File: config.mk
export PLATFORM = sky130hd
export DESIGN_NAME = if_stage
export DESIGN_NICKNAME = d
export VERILOG_FILES = /design/src/rtl/if_stage.sv
export SDC_FILE = /design/constraint.sdc
export NUM_CORES = 1
export LEC_CHECK = 0
export ABC_AREA = 1
export ABC_CLOCK_PERIOD_IN_PS = 1500
export CAP_MARGIN = 10
export CORE_ASPECT_RATIO = 1.25
export CORE_UTILIZATION = 47
export DETAILED_ROUTE_END_ITERATION = 7
export MAX_ROUTING_LAYER = met4
export PLACE_DENSITY = 0.72
export SYNTH_ARGS = -nofsm -noshare
export SYNTH_HDL_FRONTEND = slang
export SYNTH_SLANG_ARGS = --single-unit
File: constraint.sdc
create_clock -name clk -period 1.5 [get_ports clk]
set_input_delay 0.375 -clock clk [delete_from_list [all_inputs] [get_ports clk]]
set_output_delay 0.375 -clock clk [all_outputs]
set_load 0.02 [all_outputs]
File: src/rtl/if_stage.sv
// Instruction-fetch stage: owns the fetch PC, runs a single-outstanding imem handshake,
// buffers returned words through a one-entry skid, and pre-classifies each word for ID.
module if_stage #(
  parameter logic [31:0] RESET_PC = 32'h0000_0000
) (
  input  logic        clk,
  input  logic        rst,
  input  logic        stall,
  input  logic        redirect,
  input  logic [31:0] redirect_pc,
  output logic        imem_req,
  output logic [31:0] imem_addr,
  input  logic        imem_ack,
  input  logic [31:0] imem_rdata,
  output logic        if_valid,
  output logic [31:0] pc,
  output logic [31:0] ir,
  output logic [3:0]  ir_type,
  output logic [1:0]  dbg_state
);

  localparam logic [1:0] S_REQ  = 2'b00;
  localparam logic [1:0] S_IDLE = 2'b01;
  localparam logic [1:0] S_DROP = 2'b10;

  localparam logic [3:0] LUI_IR      = 4'd0;
  localparam logic [3:0] AUIPC_IR    = 4'd1;
  localparam logic [3:0] JAL_IR      = 4'd2;
  localparam logic [3:0] JALR_IR     = 4'd3;
  localparam logic [3:0] BRANCH_IR   = 4'd4;
  localparam logic [3:0] LOAD_IR     = 4'd5;
  localparam logic [3:0] STORE_IR    = 4'd6;
  localparam logic [3:0] REG_IMM_IR  = 4'd7;
  localparam logic [3:0] REG_REG_IR  = 4'd8;
  localparam logic [3:0] SYS_CALL_IR = 4'd9;
  localparam logic [3:0] CSR_IR      = 4'd10;
  localparam logic [3:0] RSVD_IR     = 4'b1111;

  localparam logic [31:0] NOP = 32'h0000_0013;

  function automatic logic [3:0] classify(input logic [31:0] w);
    case (w[6:0])
      7'b0110111: return LUI_IR;
      7'b0010111: return AUIPC_IR;
      7'b1101111: return JAL_IR;
      7'b1100111: return JALR_IR;
      7'b1100011: return BRANCH_IR;
      7'b0000011: return LOAD_IR;
      7'b0100011: return STORE_IR;
      7'b0010011: return REG_IMM_IR;
      7'b0110011: return REG_REG_IR;
      7'b1110011: return (w[14:12] == 3'b000) ? SYS_CALL_IR : CSR_IR;
      default:    return RSVD_IR;
    endcase
  endfunction

  logic [1:0]  state;
  logic [31:0] fpc;
  logic [31:0] tgt;
  logic        skid_valid;
  logic [31:0] skid_pc;
  logic [31:0] skid_ir;

  logic        out_free;
  logic        drain;
  logic        fetch_ack;
  logic [31:0] rpc_word;

  // Handshake: imem_req/imem_addr stay stable from assertion until the cycle imem_ack is high;
  // a word is transferred exactly in a cycle with imem_req && imem_ack. ID consumes the output
  // register on a cycle with if_valid && !stall.
  assign imem_req  = !rst && (state != S_IDLE);
  assign imem_addr = fpc;
  assign dbg_state = state;

  assign out_free  = !if_valid || !stall;
  assign drain     = if_valid && !stall && skid_valid;
  assign fetch_ack = (state == S_REQ) && imem_ack;
  assign rpc_word  = redirect_pc & 32'hFFFF_FFFC;

  always_ff @(posedge clk) begin
    if (rst) begin
      state      <= S_REQ;
      fpc        <= RESET_PC;
      tgt        <= RESET_PC;
      skid_valid <= 1'b0;
      skid_pc    <= 32'h0;
      skid_ir    <= NOP;
      if_valid   <= 1'b0;
      pc         <= 32'h0;
      ir         <= NOP;
      ir_type    <= REG_IMM_IR;
    end else if (redirect) begin
      if_valid   <= 1'b0;
      ir         <= NOP;
      ir_type    <= REG_IMM_IR;
      skid_valid <= 1'b0;
      // An unacked request must still complete on the bus, so park the target until it does.
      if (state == S_IDLE || imem_ack) begin
        fpc   <= rpc_word;
        state <= S_REQ;
      end else begin
        tgt   <= rpc_word;
        state <= S_DROP;
      end
    end else begin
      if (drain) begin
        if_valid   <= 1'b1;
        pc         <= skid_pc;
        ir         <= skid_ir;
        ir_type    <= classify(skid_ir);
        skid_valid <= 1'b0;
      end else if (out_free) begin
        if (fetch_ack) begin
          if_valid <= 1'b1;
          pc       <= fpc;
          ir       <= imem_rdata;
          ir_type  <= classify(imem_rdata);
        end else begin
          if_valid <= 1'b0;
          ir       <= NOP;
          ir_type  <= REG_IMM_IR;
        end
      end

      if (fetch_ack && !out_free) begin
        skid_valid <= 1'b1;
        skid_pc    <= fpc;
        skid_ir    <= imem_rdata;
      end

      case (state)
        S_REQ: begin
          if (imem_ack) begin
            fpc <= fpc + 32'd4;
            if (!out_free) state <= S_IDLE;
          end
        end
        S_IDLE: begin
          if (!skid_valid || drain) state <= S_REQ;
        end
        S_DROP: begin
          if (imem_ack) begin
            fpc   <= tgt;
            state <= S_REQ;
          end
        end
        default: state <= S_REQ;
      endcase
    end
  end

endmodule
**Word-level counts from Yosys, hierarchy flattened**

Index checks and enable logic that the tools add are counted.

- Equal/unequal tests: 28
- Reductions and logical operators: 26
- Bitwise logic cells: 2
- Muxes and demuxes: 30
- $add $sub $neg: 1

Operators with widths:

| operator | number |
|---|---|
| $mux W32 | 10 |
| $pmux W4 S10 | 2 |
| $pmux W32 S2 | 1 |
| $eq A7 B7 Y1 const B | 8 |
| $eq A7 B6 Y1 const B | 6 |
| $add A32 B3 Y32 const B | 1 |
| $eq A7 B5 Y1 const B | 4 |
| $mux W2 | 8 |
| $eq A7 B2 Y1 const B | 2 |
| $mux W4 | 3 |
| $ne A3 B3 Y1 const B | 3 |
| $reduce_and A4 Y1 | 2 |
| $logic_not A3 Y1 | 2 |
| $pmux W2 S3 | 1 |
| $reduce_bool A2 Y1 | 3 |
| $logic_and A1 B1 Y1 | 5 |
| $logic_not A1 Y1 | 5 |
| $mux W1 | 5 |
| $ne A2 B1 Y1 const B | 2 |
| $reduce_and A2 Y1 | 2 |
| $logic_or A1 B1 Y1 | 3 |
| $ne A3 B2 Y1 const B | 1 |
| $reduce_and A3 Y1 | 1 |
| $reduce_bool A3 Y1 | 1 |
| 5 further kinds | 6 |

- Input bits: 69
- Output and inout bits: 104
- Register bits: 198
- Word-level logic and storage cells: 97

**Depth between registers and ports, before layout**

Gate-level depths: netlist (run 1).

- Depth after elaboration: 7
- Gate-level depth with buffers: 12
- Depth with buffers taken out: 12

**Worst setup path before layout (run 1)**

No wires, ideal clock.

- Kind: register to register
- Start point: register fpc[2], in the netlist imem_addr[2]
- End point: register fpc[16], in the netlist imem_addr[16]
- Path buffers: 0
- Setup time: 0.130 ns
- Required time: 1.370 ns
- Slack: -0.127 ns
- Cell stages (with the launch flop): 10
- Arrival time: 1.497 ns
- Period minus slack after synthesis: 1.627 ns
- Cell sequence: dfxtp_1 > ha_1 > nand3_1 > nor2_2 > nand3_1 > xnor2_1 > nand2_1 > nand2_1 > nand2_1 > a21oi_1

- Word-level cells in the longest chain between the ends: 4

Ends and longest elaborated chain:

| item | line | text |
|---|---|---|
| from (decl) | 58 | `logic [31:0] fpc;` |
| from (signal assigned) | 100 | `fpc <= rpc_word;` |
| from (signal assigned) | 135 | `fpc <= fpc + 32'd4;` |
| from (signal assigned) | 144 | `fpc <= tgt;` |
| $add A32 B3 Y32 | 135 |  |
| $mux W32 | 134 | `if (imem_ack) begin` |
| $pmux W32 S2 | 132 | `case (state)` |
| $mux W32 | 93 | `end else if (redirect) begin` |

Every way passes these cells. The select of a mux whose other input is x is not followed.
A chain may end at the register's enable or synchronous reset.

**Worst setup path in the final report (run 1)**

- Start point: input stall
- End point: register pc[23]

- Word-level cells in the longest chain between the ends: 5
- Elaborated cells on any way between the ends: 8
- Those cells by class: mux: 1; reduce/logical: 7

Ends and longest elaborated chain:

| item | line | text |
|---|---|---|
| from (decl) | 8 | `input logic stall,` |
| $logic_not A1 Y1 * | 76, 77 |  |
| $logic_and A1 B1 Y1 (2 in series) | 77 | `assign drain = if_valid && !stall && skid_valid;` |
| $reduce_bool A2 Y1 (no source line) | n/a |  |
| $reduce_and A3 Y1 (no source line) | n/a |  |
| to (signal assigned) | 109 | `pc <= skid_pc;` |
| to (signal assigned) | 116 | `pc <= fpc;` |
| to (decl) | 16 | `output logic [31:0] pc,` |

Every way passes the cells marked *; elsewhere a longest branch is shown, timed or not.

==> results.sh, run 1 <==
export IMPL_outcome="finished with violations"
export IMPL_violations="setup timing"
export IMPL_dr_pass1_iters=6
export IMPL_ant_nets=0
export IMPL_via_count=11300
export IMPL_cp_start_kind="primary input"
export IMPL_synth_warnings=0
export IMPL_clock_skew_ps=13.4
export IMPL_initial_utilization_pct=48.3
export IMPL_grt_max_degree=56
export IMPL_core_area_mm2=0.0188
export IMPL_fp_row_count=56
export IMPL_comb_power_share_pct=19.9
export IMPL_p_per_area_mw_per_mm2=846
export IMPL_crit_family="buffers and inverters"
export IMPL_critPathRequiredTime_ps=1780
export IMPL_ir_worst_vdd_uv=812
export IMPL_viasPerCell=5.97
export IMPL_yosysSeqAreaShare_pct=42.2
export IMPL_track_usage_pct=31.9
export IMPL_h_tree_depth=4
export IMPL_drt_iter0_drc=1318
export IMPL_crit_fanout=5
export IMPL_die_h_um=158
export IMPL_ys_seq_elements=192
export IMPL_p_int_w=0.00886
export IMPL_diodes=0
export IMPL_cts_buffers=17
export IMPL_synth_area_mm2=0.00911
export IMPL_dieWidth_um=127
export IMPL_finalWeightedCongestion=0.961
export IMPL_synthTopCellsByArea="dfxtp_1, nand2_1, o21ai_0"
export IMPL_setup_slack_ps=-459
export IMPL_critPathMostFrequentCell="nand3_4"
export IMPL_cp_arrival_ps=2240
export IMPL_sequentialPowerShare_pct=44.3
export IMPL_crit_chain="clkdlybuf4s50_1 -> inv_1 -> nand3_4 -> nand2_4 -> nand3_4 -> inv_6 -> buf_6 -> buf_12 -> o21ai_1 -> a31oi_4"
export IMPL_nNetsFinal=1726
export IMPL_cp_num_buf_inv=5
export IMPL_leakagePower_nw=6.08
export IMPL_max_freq_mhz=510
export IMPL_pwr_share_clk_pct=35.9
export IMPL_period_minus_slack_ps=1960
export IMPL_clock_path_buffers=2
export IMPL_final_hold_viol_count=0
export IMPL_syn_to_final_growth_pct=61.8
export IMPL_relSlewSlack_pct=52.4
export IMPL_yosysTopAreaCell="dfxtp_1"
export IMPL_overflow=0
export IMPL_dieArea_mm2=0.0199
export IMPL_final_common_cell="nand2_1"
export IMPL_crit_type="in -> reg"
export IMPL_cts_sinks=192
export IMPL_rsz0062_at_grt="true"
export IMPL_cts_tree="yes"
export IMPL_syn_avg_cell_area_um2=6.81
export IMPL_tightest_slew_ps=714
export IMPL_grt_first_pass_wirelength_um=48900
export IMPL_power_total_w=0.0125
export IMPL_dp_hpwl_um=18700
export IMPL_drive_above_1_share_pct=33.9
export IMPL_insertion_delay_ps=440
export IMPL_synth_top_area_share_pct=42.2
export IMPL_cp_slowest_cell="o21ai_1"
export IMPL_switchingPower_w=0.00360
export IMPL_finalMaxSlewViolations=0
export IMPL_yosys_cell_types_count=41
export IMPL_drc_errors=0
export IMPL_finalSetupTns_ps=-15440
export IMPL_worstSetupEndpointType="flop"
export IMPL_cap_violations=0
export IMPL_antenna_found_initial=0
export IMPL_wl_per_cell_um=20.5
export IMPL_finalSetupViolCount=143
export IMPL_ios=173
export IMPL_hp_class="in -> reg"
export IMPL_routed_wl_um=39000
export IMPL_port_buffers=166
export IMPL_final_cell_mix="nand2_1, dfxtp_1, nor2_1"
export IMPL_grt_pass1_vias=9791
export IMPL_switching_share_pct=28.9
export IMPL_post_route_period_util_pct=131
export IMPL_synthCells=1338
export IMPL_clockRootBuffer="clkbuf_16"
export IMPL_path_clk_slew_ps=70
export IMPL_max_stage_delay_ps=530
final timing paths:
path | startpoint | end | slack [ps] | cells after the start
worst min-delay path | imem_rdata[2] | skid_ir[2]$_SDFFE_PP0P_ | 400 | 4
worst max register to register | dbg_state[1]$_SDFFE_PP0P_ | pc[23]$_SDFFE_PP0P_ | -450 | 11
worst max-delay path | stall | pc[23]$_SDFFE_PP0P_ | -460 | 10
worst min register to register | tgt[4]$_SDFFE_PP0P_ | tgt[4]$_SDFFE_PP0P_ | 450 | 2
tightest hold or removal path, stage by stage:
cell and delay, ps:
dlymetal6s2s_1 120, buf_4 140, o21ai_2 50, a21oi_1 100
metal layers:
metal  part of all wire (%)  global-route usage (%)  wire length, um  up-vias
met2                     48                    53.3            18600      842
met3                    9.8                    5.27             3820      268
met1                     35                    36.8            13500     5197
met4                    8.0                    17.6             3110        0
met5                      0                       -                0        -
li1                       -                       -                -     5035
area by class of cell:
class | count | area [um^2]
fillers | 1178 | 4110
well taps | 232 | 290
clock inverters | 9 | 83.8
repair buffers | 384 | 4080
inverters | 102 | 425
flip-flops and latches | 192 | 3930
clock buffers | 22 | 474
multi-input cells | 959 | 5460
sequential cells by signal, indices dropped and copies added (netlist names):
| signal | cells |
|---|---|
| ir | 32 |
| skid_ir | 32 |
| imem_addr | 30 |
| pc | 30 |
| skid_pc | 30 |
| tgt | 30 |
| ir_type | 4 |
| dbg_state | 2 |
| if_valid | 1 |
| skid_valid | 1 |
power groups by stage:
stage               Combinational, W  Sequential, W  Clock (W)
floorplan                   0.000752        0.00573          0
global placement             0.00185        0.00558          0
detailed placement           0.00187        0.00559          0
CTS                          0.00208        0.00548    0.00441
global route                 0.00262        0.00552    0.00466
finish                       0.00248        0.00552    0.00447
cell usage after synthesis (all sizes together):
| library cell | instances |
|---|---|
| nand2 | 336 |
| a211oi | 23 |
| and3 | 1 |
| xor2 | 4 |
| o22ai | 5 |
| o21ai | 165 |
| o21a | 2 |
| nand4 | 8 |
| a21oi | 74 |
| nor2 | 208 |
| clkbuf | 54 |
| o211ai | 6 |
| a21boi | 2 |
| dfxtp | 192 |
| a31oi | 59 |
| buf | 33 |
| clkinv | 2 |
| ha | 1 |
| conb | 1 |
| nor3 | 8 |
| inv | 100 |
| xnor2 | 5 |
| o221ai | 3 |
| nand3b | 2 |
| o21bai | 4 |
| dlygate4sd1 | 1 |
| nand3 | 39 |
cell families after synthesis:
family          count (synthesis)  synth area share [%]
simple gates                  602                  26.6
compound gates                343                  21.0
flops                         192                  42.2
buf+inv                       190                  9.15
xor+xnor                        9                 0.865
fa+ha+maj                       1                 0.137
other cells                     1                0.0412
stage by stage:
stage	utilization [%]	instances	hold slack, ps	cell area (um^2)	worst slack, ps
floorplan	-	1341	424	9120	-4.83
global placement	63.3	1795	432	11900	-469
CTS	71.9	1870	447	13600	-183
finish	78.2	1900	396	14700	-459
global route	78.2	1900	434	14700	-511
detailed placement	63.3	1795	437	11900	-529
what timing repair did:
item / 4_1_cts / 5_1_grt
buffers inserted: 30 / 24
hold buffers: 0 / 0
resized for setup: 390 / 349
cloned: 18 / 15
pin swaps: 52 / 72
endpoints found under the setup margin: 248 / 213
Power figures use the tool's default switching activity.
==> run 2, diff against run 1 <==
Settings changed: CTS_BUF_LIST set to sky130_fd_sc_hd__clkbuf_16.
==> run 2 against run 1 <==
Compared with the run above: the flow still finishes with violations (setup timing); clock-buffer cell count shrank 5; setup slack improved by 220 ps; clock skew down 5.4 ps; total power down 1.9%; final cell count down 0.32%; register-to-register slack better by 210 ps; critical path depth up 2; sequential power barely moved; core utilization shrank 1.4 points; routed wire length down 3.2%; critical path type is now reg -> reg; largest cell class unchanged; largest power group unchanged.
==> results.sh, run 2 (synthesis results as in run 1) <==
export IMPL_path_clk_slew_ps=70
export IMPL_diodes=0
export IMPL_rsz0062_at_grt="true"
export IMPL_drc_errors=0
export IMPL_dieWidth_um=127
export IMPL_comb_power_share_pct=19.8
export IMPL_cts_tree="yes"
export IMPL_setup_slack_ps=-240
export IMPL_final_cell_mix="nand2_1, dfxtp_1, nor2_1"
export IMPL_dp_hpwl_um=18700
export IMPL_fp_row_count=56
export IMPL_via_count=11300
export IMPL_pwr_share_clk_pct=35.0
export IMPL_hp_class="reg -> reg"
export IMPL_relSlewSlack_pct=54.5
export IMPL_final_common_cell="nand2_1"
export IMPL_ios=173
export IMPL_ir_worst_vdd_uv=844
export IMPL_initial_utilization_pct=48.3
export IMPL_clock_skew_ps=8.00
export IMPL_period_minus_slack_ps=1740
export IMPL_insertion_delay_ps=440
export IMPL_core_area_mm2=0.0188
export IMPL_cp_arrival_ps=2030
export IMPL_sequentialPowerShare_pct=45.1
export IMPL_drive_above_1_share_pct=32.2
export IMPL_worstSetupEndpointType="flop"
export IMPL_antenna_found_initial=0
export IMPL_track_usage_pct=31.4
export IMPL_post_route_period_util_pct=116
export IMPL_finalMaxSlewViolations=0
export IMPL_nNetsFinal=1720
export IMPL_cts_sinks=192
export IMPL_switching_share_pct=29.1
export IMPL_syn_to_final_growth_pct=59.0
export IMPL_grt_max_degree=56
export IMPL_finalWeightedCongestion=0.961
export IMPL_grt_first_pass_wirelength_um=48000
export IMPL_crit_type="reg -> reg"
export IMPL_routed_wl_um=37800
export IMPL_port_buffers=166
export IMPL_cp_start_kind="flop"
export IMPL_viasPerCell=5.95
export IMPL_clock_path_buffers=2
export IMPL_critPathRequiredTime_ps=1800
export IMPL_finalSetupViolCount=120
export IMPL_p_int_w=0.00867
export IMPL_violations="setup timing"
export IMPL_ctsHoldBuffers=0
export IMPL_dieArea_mm2=0.0199
export IMPL_tightest_slew_ps=682
export IMPL_crit_fanout=5
export IMPL_drt_iter0_drc=1331
export IMPL_leakagePower_nw=6.03
export IMPL_outcome="finished with violations"
export IMPL_whs_ps=451
export IMPL_die_h_um=158
export IMPL_cts_buffers=17
export IMPL_overflow=0
export IMPL_ant_nets=0
export IMPL_grt_pass1_vias=9596
export IMPL_final_hold_viol_count=0
export IMPL_max_freq_mhz=575
export IMPL_dr_pass1_iters=7
export IMPL_h_tree_depth=4
export IMPL_cap_violations=0
export IMPL_top_regs="ir (32), skid_ir (32)"
export IMPL_fill_cells=1235
export IMPL_wl_per_cell_um=19.9
export IMPL_switchingPower_w=0.00356
export IMPL_fin_util_pct=76.8
export IMPL_clockRootBuffer="clkbuf_16"
export IMPL_p_per_area_mw_per_mm2=845
-- run 2: cell type report --
cell class	instances	area (um^2)	area share (%)
timing repair buffer	378	3930	27.1
sequential	192	3930	27.2
multi-input combinational	959	5380	37.2
inverter	102	423	2.92
clock buffer	17	425	2.94
tap	232	290	2.00
clock inverter	14	103	0.708
-- run 2: power groups by stage --
stage	registers [W]	logic (W)	clock network [W]
6_report	0.00552	0.00243	0.00429
5_1_grt	0.00553	0.00256	0.00449
4_1_cts	0.00548	0.00207	0.00423
3_5_place_dp	0.00559	0.00187	0
3_3_place_gp	0.00558	0.00185	0
2_1_floorplan	0.00573	0.000752	0
-- run 2: final timing paths --
check                        startpoint                          to  slack, ps  cells after the start
max          imem_addr[17]$_SDFFE_PP0P_  imem_addr[29]$_SDFFE_PP0P_       -240                     12
min                 tgt[4]$_SDFFE_PP0P_         tgt[4]$_SDFFE_PP0P_        450                      2
max reg2reg  imem_addr[17]$_SDFFE_PP0P_  imem_addr[29]$_SDFFE_PP0P_       -240                     12
min reg2reg         tgt[4]$_SDFFE_PP0P_         tgt[4]$_SDFFE_PP0P_        450                      2
-- run 2: metrics by stage --
step                      setup slack (ps)  cell area [um^2]  setup TNS, ps  std cells  total power (W)
after floorplan                      -4.83              9120          -4.83       1341          0.00649
after detailed placement              -529             11900         -75370       1795          0.00746
after global placement                -469             11900         -66760       1795          0.00743
after global routing                  -264             14500         -18620       1894           0.0126
final                                 -240             14500         -14250       1894           0.0122
after CTS                             -183             13400          -3060       1867           0.0118
-- run 2: worst max-delay path, cell delays in order, from the launching register on --
cell and delay (ps):
dfxtp_4 380, buf_6 110, nand2_4 70, nor2_1 230
nand2_1 170, nor2_2 180, nand2_1 80, nand2_1 90
nand2_1 60, nand2_1 60, nand2_1 50, nand2_1 60
a21oi_2 50
-- run 2: routing by layer --
| metal | track usage, % | wire length [um] |
|---|---|---|
| met2 | 53.0 | 18200 |
| met5 | - | 0 |
| met1 | 35.8 | 13400 |
| met3 | 5.07 | 3150 |
| met4 | 16.9 | 3000 |
-- run 2: what timing repair did --
item | in CTS | in global routing
buffers inserted | 28 | 25
setup endpoints to repair | 248 | 210
resized for setup | 385 | 328
pin swaps | 43 | 77
cloned | 17 | 13
